## src/rtl/cpu_pkg.sv

```systemverilog
// Shared CPU pipeline definitions.
// Holds the per-stage payload widths and the bit positions of the control strobes
// that are packed into a pipe_stage_reg ctrl field at the instantiation site.
package cpu_pkg;

    // EX/MEM stage payload widths
    localparam int unsigned XM_DATA_W = 96;
    localparam int unsigned XM_CTRL_W = 8;

    // ID/EX stage payload widths
    localparam int unsigned DX_DATA_W = 128;
    localparam int unsigned DX_CTRL_W = 8;

    // Control-strobe bit positions within ctrl
    localparam int unsigned CTRL_REG_WRITE = 0;
    localparam int unsigned CTRL_MEM_READ  = 1;
    localparam int unsigned CTRL_MEM_WRITE = 2;
    localparam int unsigned CTRL_MEM_REG   = 3;
    localparam int unsigned CTRL_BRANCH    = 4;
    localparam int unsigned CTRL_JUMP      = 5;

endpackage

```

## src/rtl/pipe_slot.sv

```systemverilog
// Single pipeline holding slot: valid flag, datapath payload and control payload.
// Ports:
//   clk, rst          clock, synchronous active-high reset (clears everything)
//   clear             turn the slot into a bubble (valid=0, ctrl=0); beats load
//   load              capture load_data/load_ctrl and mark valid
//   load_data/ctrl    payload to capture
//   valid/data/ctrl   held slot contents; ctrl is zero whenever valid is zero
module pipe_slot
    import cpu_pkg::*;
#(
    parameter int unsigned DATA_W = XM_DATA_W,
    parameter int unsigned CTRL_W = XM_CTRL_W
) (
    input  logic              clk,
    input  logic              rst,
    input  logic              clear,
    input  logic              load,
    input  logic [DATA_W-1:0] load_data,
    input  logic [CTRL_W-1:0] load_ctrl,
    output logic              valid,
    output logic [DATA_W-1:0] data,
    output logic [CTRL_W-1:0] ctrl
);

    logic              valid_q;
    logic [DATA_W-1:0] data_q;
    logic [CTRL_W-1:0] ctrl_q;

    always_ff @(posedge clk) begin
        if (rst) begin
            valid_q <= 1'b0;
            data_q  <= '0;
            ctrl_q  <= '0;
        end else if (clear) begin
            // Data is left as-is on a bubble; only the strobes must die.
            valid_q <= 1'b0;
            ctrl_q  <= '0;
        end else if (load) begin
            valid_q <= 1'b1;
            data_q  <= load_data;
            ctrl_q  <= load_ctrl;
        end
    end

    assign valid = valid_q;
    assign data  = data_q;
    assign ctrl  = ctrl_q;

endmodule

```

## src/rtl/pipe_stage_reg.sv

```systemverilog
// Generic inter-stage pipeline register with valid/ready flow control, flush with
// bubble insertion and an optional skid slot.
// Ports:
//   clk, rst               clock, synchronous active-high reset
//   in_valid/in_ready      upstream handshake; in_data/in_ctrl the upstream payload
//   flush                  kill held and incoming entries
//   out_valid/out_ready    downstream handshake; out_data/out_ctrl presented payload
//   occupancy              number of held entries (0..2)
// SKID=1 keeps in_ready registered (a second slot absorbs the entry that arrives
// while downstream stalls); SKID=0 uses one slot and passes out_ready through.
module pipe_stage_reg
    import cpu_pkg::*;
#(
    parameter int unsigned DATA_W = XM_DATA_W,
    parameter int unsigned CTRL_W = XM_CTRL_W,
    parameter bit          SKID   = 1'b1
) (
    input  logic              clk,
    input  logic              rst,
    input  logic              in_valid,
    output logic              in_ready,
    input  logic [DATA_W-1:0] in_data,
    input  logic [CTRL_W-1:0] in_ctrl,
    input  logic              flush,
    output logic              out_valid,
    input  logic              out_ready,
    output logic [DATA_W-1:0] out_data,
    output logic [CTRL_W-1:0] out_ctrl,
    output logic [1:0]        occupancy
);

    logic              m_valid, s_valid;
    logic [DATA_W-1:0] m_data, s_data;
    logic [CTRL_W-1:0] m_ctrl, s_ctrl;

    logic              m_load, m_clear;
    logic [DATA_W-1:0] m_load_data;
    logic [CTRL_W-1:0] m_load_ctrl;

    logic accept, drain;

    assign accept = in_valid && in_ready;
    assign drain  = m_valid && out_ready;

    // With SKID=0 s_valid is constant zero and an accept into a full, non-draining
    // M cannot happen, so the same M update serves both builds.
    always_comb begin
        m_load  = 1'b0;
        m_clear = 1'b0;
        if (flush) begin
            m_clear = 1'b1;
        end else if (drain) begin
            if (s_valid || accept) m_load  = 1'b1;
            else                   m_clear = 1'b1;
        end else if (!m_valid && accept) begin
            m_load = 1'b1;
        end
    end

    // The skid entry is older than anything arriving, so it refills M first.
    assign m_load_data = s_valid ? s_data : in_data;
    assign m_load_ctrl = s_valid ? s_ctrl : in_ctrl;

    pipe_slot #(
        .DATA_W (DATA_W),
        .CTRL_W (CTRL_W)
    ) u_slot_m (
        .clk       (clk),
        .rst       (rst),
        .clear     (m_clear),
        .load      (m_load),
        .load_data (m_load_data),
        .load_ctrl (m_load_ctrl),
        .valid     (m_valid),
        .data      (m_data),
        .ctrl      (m_ctrl)
    );

    if (SKID) begin : g_skid
        logic s_load, s_clear;

        assign s_load   = !flush && !drain && m_valid && accept;
        assign s_clear  = flush || (drain && s_valid);
        assign in_ready = !s_valid;

        pipe_slot #(
            .DATA_W (DATA_W),
            .CTRL_W (CTRL_W)
        ) u_slot_s (
            .clk       (clk),
            .rst       (rst),
            .clear     (s_clear),
            .load      (s_load),
            .load_data (in_data),
            .load_ctrl (in_ctrl),
            .valid     (s_valid),
            .data      (s_data),
            .ctrl      (s_ctrl)
        );
    end else begin : g_no_skid
        assign s_valid  = 1'b0;
        assign s_data   = '0;
        assign s_ctrl   = '0;
        assign in_ready = !m_valid || out_ready;
    end

    assign out_valid = m_valid;
    assign out_data  = m_data;
    assign out_ctrl  = m_ctrl & {CTRL_W{m_valid}};
    assign occupancy = {1'b0, m_valid} + {1'b0, s_valid};

endmodule

```

## config.mk

```make
export PLATFORM = sky130hd
export DESIGN_NAME = pipe_stage_reg
export DESIGN_NICKNAME = d
export VERILOG_FILES = /design/src/rtl/cpu_pkg.sv /design/src/rtl/pipe_slot.sv /design/src/rtl/pipe_stage_reg.sv
export SDC_FILE = /design/constraint.sdc
export NUM_CORES = 1
export LEC_CHECK = 0
export ABC_AREA = 1
export BUFFER_PORTS_ARGS = -buffer_cell sky130_fd_sc_hd__buf_2
export CAP_MARGIN = 40
export CELL_PAD_IN_SITES_DETAIL_PLACEMENT = 0
export CELL_PAD_IN_SITES_GLOBAL_PLACEMENT = 1
export CORE_ASPECT_RATIO = 1.25
export CORE_MARGIN = 5
export CORE_UTILIZATION = 40
export CTS_BUF_LIST = sky130_fd_sc_hd__clkbuf_8
export CTS_CLUSTER_SIZE = 20
export DETAILED_ROUTE_END_ITERATION = 12
export MAX_ROUTING_LAYER = met4
export PLACE_DENSITY_LB_ADDON = 0.1
export SETUP_SLACK_MARGIN = 0.5
export SLEW_MARGIN = 20
export SYNTH_ARGS = -nofsm -noshare
export SYNTH_HDL_FRONTEND = slang
export SYNTH_SLANG_ARGS = --single-unit
```

## constraint.sdc

```tcl
create_clock -name clk -period 2.8 [get_ports clk]
set_clock_uncertainty 0.1 [all_clocks]
set_input_delay 0.56 -clock clk [delete_from_list [all_inputs] [get_ports clk]]
set_output_delay 0.56 -clock clk [all_outputs]
set_load 0.05 [all_outputs]
```

Yosys cells after proc, flatten, opt, wreduce, memory -nomap -nowiden:

Cells that the tools add are included.

* register bits: 210
* input bits: 109
* output and inout port bits: 108
* word-level logic and storage cells: 36

* $add $sub $neg: 1
* multiplexer cells: 9
* bitwise logic cells: 3
* reductions and logical operators: 17

Operators by type and width (count)
* 96-bit two-way mux: 1
* 8-bit AND: 1
* 8-bit two-way mux: 1
* 1-bit logical AND: 7
* 1-bit two-way mux: 7
* 1-bit logical NOT: 4
* 2-bit AND reduction: 2
* 2-bit OR reduction: 2
* 1-bit by 1-bit adder with 2-bit output: 1
* 1-bit logical OR: 2
* 1-bit inverter: 2

Longest topological paths before layout:

Gate-level depths: netlist (run 1).

* depth after elaboration: 8
* mapped depth: 9
* mapped depth without buffers: 6

Modules after synthesis:

From an unflattened synthesis (run 1), not the netlist that was laid out.

* cell total of the unflattened synthesis: 1685
* area total of the unflattened synthesis: 10217.3 um2

By module, submodules not included
* pipe_slot: times used 2, cells each 658, area each 4369.2 um2, sequential area each 2102.0 um2
* pipe_stage_reg: times used 1, cells each 369, area each 1478.9 um2, sequential area each 0.0 um2

Worst setup path before layout (run 1):

OpenSTA, ideal clock, no wires.

* path kind: register to output
* start: reg u_slot_m.valid_q, in the netlist u_slot_m.valid
* end: out out_ctrl[7]
* data arrival time: 1.324 ns
* required time: 2.140 ns
* path slack: 0.816 ns
* cell stages (with the launch flop): 4
* buffers on the path: 1
* path through: dfxtp_1 -> buf_4 -> nand2_1 -> inv_1

* cells in the longest elaborated chain, start to end: 1

RTL lines
* start, declared: RTL line pipe_slot.sv:25 `logic valid_q;`
* start signal, assigned: RTL line pipe_slot.sv:31 `valid_q <= 1'b0;`
* start signal, assigned: RTL line pipe_slot.sv:36 `valid_q <= 1'b0;`
* start signal, assigned: RTL line pipe_slot.sv:39 `valid_q <= 1'b1;`
* 8-bit AND: RTL line pipe_stage_reg.sv:109 `assign out_ctrl = m_ctrl & {CTRL_W{m_valid}};`
* end, declared: RTL line pipe_stage_reg.sv:28 `output logic [CTRL_W-1:0] out_ctrl,`

Every way passes these cells.

Worst setup path in the final report (run 1):

* start: reg u_slot_m.valid_q, in the netlist u_slot_m.valid
* end: out occupancy[0]

* cells in the longest elaborated chain, start to end: 1

RTL lines
* 1-bit by 1-bit adder with 2-bit output: RTL line pipe_stage_reg.sv:110 `assign occupancy = {1'b0, m_valid} + {1'b0, s_valid};`
* end, declared: RTL line pipe_stage_reg.sv:29 `output logic [1:0] occupancy`

Every way passes these cells.

==> reports/summary.txt, run 1 <==
Worst EP required - 2.14 ns
Clk pwr share - 0.396
Gate power share - 0.152
main area contributors after synthesis - dfxtp_1 43%, nand2_1 20%, nor2_1 16%
Hold Slack - 0.200 ns
die height - 185 um
reg2reg path depth - 6
CP delay by family, top - buffers and inverters
share of cells above drive strength 1 - 0.162
Switching Fraction - 0.292
max incr delay on CP - 0.36 ns
Post-synth EDFFs - 0
peak supply drop - 0.000335 V
Unique masters post-synth - 18
Slowest-stage cell, CP - dfxtp_2
crit-path cells - buf_4 > ha_1 > clkbuf_4
final WL - 23,900 um
#FFs+latches synth - 210
async set-or-reset flop fraction in the synthesized netlist - 0
Synth Area per Inst - 6.10 um2
NetSw - 2070 uW
Synth area leader - dfxtp_1
reg-to-reg startpoint - g_skid.u_slot_s.valid
1st-iter DRT viols - 409
Clock Root Buffer - clkbuf_8
Critical path buffers and inverters - 2
Top-Level Pins - 217
first-pass GRT wire length - 39,000 um
Flop pwr share - 0.451
post-synthesis sequential area ratio - 0.431
Leakage - 0.00629 uW
die width - 150 um
final non-filler cell total - 2,135
number of port buffers - 216
Post-Route Setup TNS - 0 ns
DR WL/cell - 11.2 um
DRT Pass-1 Iters - 4
period utilisation layout - 0.790
Worst EP arrival - 1.55 ns
CTS Buf Count - 38
Max-cap violations - 0
PwrDens - 603 nW/um2
CP Launch Point - u_slot_m.valid
synth cell count leaders - 523 x nand2_1, 428 x nor2_1, 225 x inv_1, 210 x dfxtp_1, 97 x o21ai_0
number of global-route vias before repair - 8,215
full die area - 27,600 um2
core area - 24,300 um2
area grow syn2layout - 20.3%
CTS tree - yes
synthesized area - 9760 um2
CP Depth - 3
Fmax achieved - 0.452 GHz
RSZ-0062 raised after global routing - no
Primary FF master, synth - dfxtp_1
Post-CTS Setup Bufs - 0
Sink Count - 210
Synth Warn # - 0
Fin. Hold Viols - 0
Critical Path Sink - occupancy[0]
internal power - 5010 uW
Setup Crit Path Kind - reg2out
grt ovf - 0
Slew HR - 0.453
dpl cells - 2,072
antenna violations before repair - 0
overall routing resource usage - 0.174
routed vias - 9,173
Routability Congestion - 0.778
Worst Max-Slew Pin Slew - 0.820 ns
Slew Limit Fails - 0
reg-to-reg critical path endpoint - u_slot_m.data[15]
largest net degree at the start of global routing - 210
H-Tree Level Count - 2
# diodes - 0
Post-Synthesis Cells - 1,600
CTS Buffer Depth - 3
vias per cell - 4.30
Synth top area share - 0.431
Rows - 64
flop2flop setup slack - 0.88 ns
Crit. End Element - output pin
top-count cell post-synth - nand2_1
Clock transition at path regs - 0.06 ns
outcome - finished clean
Post-route DRC - 0
CP max FO - 9
initial core utilization - 0.402
startpoint types - register
placed wire-length estimate - 15,200 um
number of nets still failing antenna checks after routing - 0
hold bufs inserted after CTS - 0
min Tclk post-route - 2.21 ns
Final #Nets - 1,892
# setup viols final - 0
Post-Syn Nets - 1,710
later-pin clock latency in the skew report - 0.52 ns
worst hold path type - in2reg
-- power by group through the flow --
stage               combinational, uW  sequential (uW)  clock, uW
finish                           1080             3190       2800
global route                     1200             3210       3070
CTS                              1090             3200       2930
detailed placement               1090             3260          0
global placement                 1080             3260          0
floorplan                         452             3600          0
-- flip-flops by register name, indices dropped and copies added (netlist names) --
register,cells
g_skid.u_slot_s.data,96
u_slot_m.data,96
g_skid.u_slot_s.valid,1
g_skid.u_slot_s.ctrl,8
u_slot_m.valid,1
u_slot_m.ctrl,8
-- layout make-up --
cell class | count | area, um2
fill | 2673 | 12500
tap | 330 | 413
sequential | 210 | 4210
clock inverter | 13 | 55.1
inverter | 226 | 853
timing repair buffer | 232 | 1290
multi-input combinational | 1074 | 4230
clock buffer | 50 | 688
-- metrics by stage --
stage	total power [uW]	instance area, um2	setup slack [ns]	util
after CTS	7220	11700	0.518	0.484
final	7070	11700	0.588	0.484
after global placement	4340	11000	0.653	0.453
after detailed placement	4350	11000	0.641	0.453
after global routing	7480	11700	0.517	0.484
after floorplan	4050	9760	0.816	-
-- what timing repair did --
item | in CTS | in global routing
pin swaps | 0 | 0
resized for setup | 1 | 1
endpoints found under the setup margin | 2 | 1
-- layout by cell type, fill, tap and decap left out --
cell,count
nand2_1,523
nor2_1,428
inv_1,235
buf_2,215
dfxtp_1,208
o21ai_0,97
clkbuf_8,50
nand3_1,10
a21oi_1,9
buf_4,9
buf_12,7
inv_2,1
nor2_2,1
o21ai_4,1
nand2_8,1
inv_6,1
nor2_4,1
a21boi_1,1
and2_1,1
ha_1,1
clkinv_2,1
clkinv_4,1
dfxtp_4,1
clkbuf_4,1
dfxtp_2,1
-- how the worst min path moves through the flow --
stage / endpoint / start / depth (start not counted) / slack [ns]
floorplan: u_slot_m.ctrl[7] / u_slot_m.ctrl[7] / 2 / 0.35
global placement: g_skid.u_slot_s.data[79] / g_skid.u_slot_s.data[79] / 2 / 0.36
detailed placement: g_skid.u_slot_s.data[26] / g_skid.u_slot_s.data[26] / 2 / 0.37
CTS: g_skid.u_slot_s.ctrl[7] / in_ctrl[7] / 3 / 0.15
global route: g_skid.u_slot_s.ctrl[4] / in_ctrl[4] / 3 / 0.20
finish: g_skid.u_slot_s.ctrl[7] / in_ctrl[7] / 3 / 0.20
-- worst min-delay path, cell delays in order --
cell and delay [ns]:
buf_2 0.09, nor2_1 0.04, nor2_1 0.08
-- cell families after synthesis --
kind of cell | share of synthesized area
buffers and inverters | 0.138
AO/OA/AOI/OAI | 0.0568
adder cells (fa/ha/maj) | 0.00128
AND/OR/NAND/NOR | 0.373
flip-flops | 0.431
-- layer usage --
metal | vias to the layer above | routed length [um] | track usage | part of all wire
met3 | 51 | 1150 | 0.0327 | 0.048
met4 | 0 | 602 | 0.0564 | 0.025
met1 | 3930 | 11300 | 0.222 | 0.47
met2 | 186 | 10900 | 0.279 | 0.45
met5 | - | 0 | - | 0
li1 | 5006 | - | - | -
No activity file was read; power rests on OpenSTA's default activity.
==> inputs of run 2 (changes only) <==
--- a/config.mk
+++ b/config.mk
@@ -12,7 +12,7 @@
 export CELL_PAD_IN_SITES_GLOBAL_PLACEMENT = 1
 export CORE_ASPECT_RATIO = 1.25
 export CORE_MARGIN = 5
-export CORE_UTILIZATION = 40
+export CORE_UTILIZATION = 38
 export CTS_BUF_LIST = sky130_fd_sc_hd__clkbuf_8
 export CTS_CLUSTER_SIZE = 20
 export DETAILED_ROUTE_END_ITERATION = 12
==> constraint.sdc (replaced) <==
create_clock -name clk -period 2.2 [get_ports clk]
set_clock_uncertainty 0.1 [all_clocks]
set_input_delay 0.44 -clock clk [delete_from_list [all_inputs] [get_ports clk]]
set_output_delay 0.44 -clock clk [all_outputs]
set_load 0.05 [all_outputs]
==> reports/summary.txt, run 2 (same netlist as run 1, synthesis figures left out) <==
outcome - finished clean
Fmax achieved - 0.541 GHz
number of nets still failing antenna checks after routing - 0
number of port buffers - 216
share of cells above drive strength 1 - 0.211
Rows - 65
PwrDens - 701 nW/um2
die width - 153 um
number of global-route vias before repair - 8,677
hold-critical path depth - 3
reg-to-reg startpoint - u_slot_m.valid
full die area - 29,000 um2
Final Power - 9490 uW
final non-filler cell total - 2,216
commonest non-fill, non-tap cell in the layout - nand2_1
Final #Nets - 1,959
Setup Crit Path Kind - reg2out
startpoint types - register
antenna violations before repair - 5
HP Start - in_ctrl[7]
Sink Count - 210
period utilisation layout - 0.841
# setup viols final - 0
Multi-input gate area - 4440 um2
placed wire-length estimate - 16,100 um
DRT Pass-1 Iters - 5
Flop pwr share - 0.428
CTS tree - yes
largest net degree at the start of global routing - 125
Worst EP required - 1.66 ns
Storage cell area - 4210 um2
Worst EP arrival - 1.31 ns
Worst Max-Slew Pin Slew - 0.498 ns
Routability Congestion - 0.754
Fin. Hold Viols - 0
CTS Buf Count - 38
area grow syn2layout - 38.7%
Post-Route Setup TNS - 0 ns
Max-cap violations - 0
first-pass GRT wire length - 42,400 um
core area - 25,300 um2
CTS Buffer Depth - 3
dpl cells - 2,086
CP max FO - 7
Crit. End Element - output pin
min Tclk post-route - 1.85 ns
overall routing resource usage - 0.178
later-pin clock latency in the skew report - 0.53 ns
H-Tree Level Count - 2
Top-Level Pins - 217
CP Launch Point - u_slot_m.valid
Slew Limit Fails - 0
final WL - 29,900 um
reg2reg path depth - 9
routed vias - 9,706
Clock Root Buffer - clkbuf_8
grt ovf - 0
Clk pwr share - 0.393
Switching Fraction - 0.297
Slew HR - 0.668
leading cell types in the layout, fill and taps excluded - 516 x nand2_1, 408 x nor2_1, 230 x inv_1
1st-iter DRT viols - 446
vias per cell - 4.38
Gate power share - 0.179
Clock transition at path regs - 0.06 ns
peak supply drop - 0.000444 V
RSZ-0062 raised after global routing - yes
DR WL/cell - 13.5 um
NetSw - 2820 uW
internal power - 6680 uW
Leakage - 0.00692 uW
worst hold path type - in2reg
Fill cells - 2,641
initial core utilization - 0.386
Post-route DRC - 0
die height - 189 um
[run 2: changes by cell type in the layout (fill, tap and decap cells not counted), moves of 20 or more]
| cell | delta |
|---|---|
| nor2_1 | -20 |
| clkbuf_4 | +40 |
| buf_6 | +22 |
| buf_2 | -92 |
| buf_4 | +41 |
| clkbuf_16 | +21 |
[run 2: power groups by stage]
stage	Clock (uW)	Sequential (uW)	Combinational [uW]
finish	3730	4070	1700
global route	4050	4090	1850
CTS	3870	4060	1480
detailed placement	0	4140	1410
global placement	0	4140	1400
floorplan	0	4580	575
[run 2: final timing paths]
| check | slack [ns] | to |
|---|---|---|
| hold reg to reg | 0.38 | g_skid.u_slot_s.ctrl[1] |
| setup reg to reg | 0.45 | u_slot_m.data[25] |
| setup / recovery | 0.35 | occupancy[0] |
| hold / removal | 0.08 | g_skid.u_slot_s.ctrl[7] |
[run 2: what timing repair did]
item / in CTS / in global routing
hold buffers: 0 / 0
cloned: 4 / 30
buffers inserted: 9 / 15
endpoints found under the setup margin: 193 / 264
resized for setup: 79 / 116
pin swaps: 4 / 8
[run 2: layer usage]
| layer | routed length (um) | vias up | GRT usage |
|---|---|---|---|
| li1 | - | 5172 | - |
| met1 | 12700 | 4273 | 0.215 |
| met2 | 14800 | 218 | 0.299 |
| met3 | 1640 | 43 | 0.0409 |
| met4 | 678 | 0 | 0.0520 |
| met5 | 0 | - | - |
[run 2: cell type report]
class	instances	share of cell area
multi-input combinational	1079	0.328
sequential	210	0.311
timing repair buffer	294	0.208
inverter	226	0.0632
clock buffer	52	0.0529
clock inverter	14	0.00453
tap	335	0.0310
antenna	6	0.00111
[run 2: metrics by stage]
step                setup WS, ns  hold slack (ns)  instance area [um2]   util
finish                     0.350           0.0825                13500  0.535
global route               0.271           0.0909                13500  0.535
CTS                        0.302           0.0415                12300  0.487
detailed placement         0.356            0.372                11100  0.441
global placement           0.381            0.362                11100  0.441
floorplan                  0.557            0.351                 9760      -
[run 2: worst max-delay path: stages, from the launching register on]
cell and delay [ns]:
dfxtp_4 0.38, ha_4 0.27, buf_8 0.13
==> inputs of run 3 (changes only) <==
--- a/config.mk
+++ b/config.mk
@@ -12,7 +12,7 @@
 export CELL_PAD_IN_SITES_GLOBAL_PLACEMENT = 1
 export CORE_ASPECT_RATIO = 1.25
 export CORE_MARGIN = 5
-export CORE_UTILIZATION = 38
+export CORE_UTILIZATION = 35
 export CTS_BUF_LIST = sky130_fd_sc_hd__clkbuf_8
 export CTS_CLUSTER_SIZE = 20
 export DETAILED_ROUTE_END_ITERATION = 12
==> constraint.sdc (replaced) <==
create_clock -name clk -period 1.5 [get_ports clk]
set_clock_uncertainty 0.1 [all_clocks]
set_input_delay 0.3 -clock clk [delete_from_list [all_inputs] [get_ports clk]]
set_output_delay 0.3 -clock clk [all_outputs]
set_load 0.05 [all_outputs]
==> reports/summary.txt, run 3 (same netlist as run 1, synthesis figures left out) <==
outcome - finished, violations left
failing checks - setup timing
DR WL/cell - 13.7 um
Storage cell area - 4360 um2
Worst Hold End - g_skid.u_slot_s.data[46]
Routability Congestion - 0.766
CP max FO - 8
overall routing resource usage - 0.191
later-pin clock latency in the skew report - 0.52 ns
die width - 159 um
grt ovf - 0
Setup Crit Path Kind - reg2reg
Final WS setup - -0.310 ns
Fin. Hold Viols - 0
PwrDens - 877 nW/um2
Final Power - 14,500 uW
Slowest-stage cell, CP - dfxtp_4
Clock transition at path regs - 0.06 ns
Top-Level Pins - 217
crit-path cells - buf_8 > buf_8 > nand2_8 > nand2_4 > nor2_4 > buf_12 > clkbuf_16 > buf_6 > buf_12 > nor2_1 > nor2_1
vias per cell - 4.41
largest net degree at the start of global routing - 115
Fill cells - 2,603
1st-iter DRT viols - 351
Slew HR - 0.683
Clock Root Buffer - clkbuf_8
max incr delay on CP - 0.38 ns
CTS Buf Count - 38
Worst Max-Slew Pin Slew - 0.476 ns
reg-to-reg critical path endpoint - g_skid.u_slot_s.data[60]
Post-route DRC - 0
initial core utilization - 0.354
final WL - 32,200 um
fin util - 0.598
Flop pwr share - 0.420
peak supply drop - 0.000529 V
share of cells above drive strength 1 - 0.336
H-Tree Level Count - 2
CTS Buffer Depth - 3
number of port buffers - 216
die height - 197 um
area grow syn2layout - 68.9%
CP delay by family, top - buffers and inverters
min Tclk post-route - 1.81 ns
Switching Fraction - 0.302
commonest non-fill, non-tap cell in the layout - nand2_1
routed vias - 10,300
core area - 27,600 um2
flop2flop setup slack - -0.31 ns
placed wire-length estimate - 17,400 um
Max-cap violations - 0
DRT Pass-1 Iters - 4
reg2reg path depth - 11
Multi-input gate area - 5010 um2
# diodes - 0
Crit. End Element - register
Slew Limit Fails - 0
# setup viols final - 218
dpl cells - 2,115
Post-Route Setup TNS - -46.82 ns
NetSw - 4370 uW
first-pass GRT wire length - 48,600 um
period utilisation layout - 1.21
reg-to-reg startpoint - u_slot_m.valid
leading cell types in the layout, fill and taps excluded - 420 x nand2_1, 382 x nor2_1, 228 x inv_1
Final #Nets - 2,087
number of global-route vias before repair - 9,710
worst hold path type - in2reg
Leakage - 0.00800 uW
Worst EP arrival - 2.15 ns
number of nets still failing antenna checks after routing - 0
Critical path buffers and inverters - 6
CTS tree - yes
internal power - 10,100 uW
full die area - 31,400 um2
hold-critical path depth - 5
RSZ-0062 raised after global routing - yes
Fmax achieved - 0.553 GHz
antenna violations before repair - 0
HP Start - in_data[46]
Clk pwr share - 0.349
Sink Count - 210
Rows - 68
Worst EP required - 1.84 ns
Gate power share - 0.231
final non-filler cell total - 2,347
startpoint types - register
run 3: changes by cell type in the layout (fill, tap and decap cells not counted), moves of 11 or more:
cell | before | now
nand2_1 | 516 | 420
nor2_2 | 16 | 39
dfxtp_2 | 0 | 86
dlygate4sd3_1 | 0 | 85
nand2_2 | 7 | 67
nor2_1 | 408 | 382
dfxtp_4 | 2 | 13
clkbuf_4 | 41 | 0
nand2_4 | 0 | 35
buf_12 | 18 | 31
buf_2 | 123 | 108
buf_4 | 50 | 32
dfxtp_1 | 208 | 111
buf_8 | 11 | 106
run 3: repair_timing:
item,4_1_cts,5_1_grt
setup endpoints to repair,318,318
pin swaps,5,49
setup buffers,20,28
hold buffers,85,0
endpoints found under the hold margin,85,0
resized for setup,363,234
cloned,17,22
run 3: power groups by stage:
| stage | Sequential (uW) | Combinational, uW | Clock (uW) |
|---|---|---|---|
| after floorplan | 6760 | 888 | 0 |
| after global placement | 6130 | 2110 | 0 |
| after detailed placement | 6130 | 2120 | 0 |
| after CTS | 6080 | 2960 | 5250 |
| after global routing | 6110 | 3590 | 5490 |
| final | 6080 | 3340 | 5050 |
run 3: worst register-to-register path: cells and delay by family, from the launching register on:
| family | cells | cell delay [ns] |
|---|---|---|
| buffers and inverters | 6 | 0.84 |
| and+or+nand+nor | 5 | 0.44 |
| DFF | 1 | 0.38 |
run 3: metrics by stage:
| step | setup WS (ns) | hold WS [ns] | instance area, um2 |
|---|---|---|---|
| 6_report | -0.310 | 0.0275 | 16500 |
| 5_1_grt | -0.386 | 0.0189 | 16500 |
| 4_1_cts | -0.280 | 0.000137 | 14900 |
| 3_5_place_dp | -0.0379 | 0.371 | 11500 |
| 3_3_place_gp | -0.0218 | 0.363 | 11500 |
| 2_1_floorplan | 0.0477 | 0.335 | 10100 |
run 3: how the worst max path moves through the flow:
stage                                      from                        to  cells past startpoint
after floorplan                  u_slot_m.valid  g_skid.u_slot_s.data[11]                      8
after global placement    g_skid.u_slot_s.valid          u_slot_m.data[7]                      6
after detailed placement              out_ready   g_skid.u_slot_s.data[7]                      9
after CTS                        u_slot_m.valid               out_ctrl[0]                      4
after global routing             u_slot_m.valid  g_skid.u_slot_s.data[60]                     11
final                            u_slot_m.valid  g_skid.u_slot_s.data[60]                     11
run 3: final cells by class:
class                           count  share of cell area
Timing Repair Buffer              424               0.310
Clock buffer                       45              0.0376
Multi-Input combinational cell   1077               0.304
Inverter                          226              0.0542
Tap cell                          350              0.0266
Clock inverter                     15             0.00372
Sequential cell                   210               0.265
run 3: per-layer routing:
layer  wire, um  share of wire  track usage  vias to the layer above
met5          0              0            -                        -
met4       1070          0.033       0.0664                        0
met2      16300           0.51        0.331                      208
met1      13500           0.42        0.225                     4637
met3       1210          0.038       0.0316                       69
li1           -              -            -                     5428
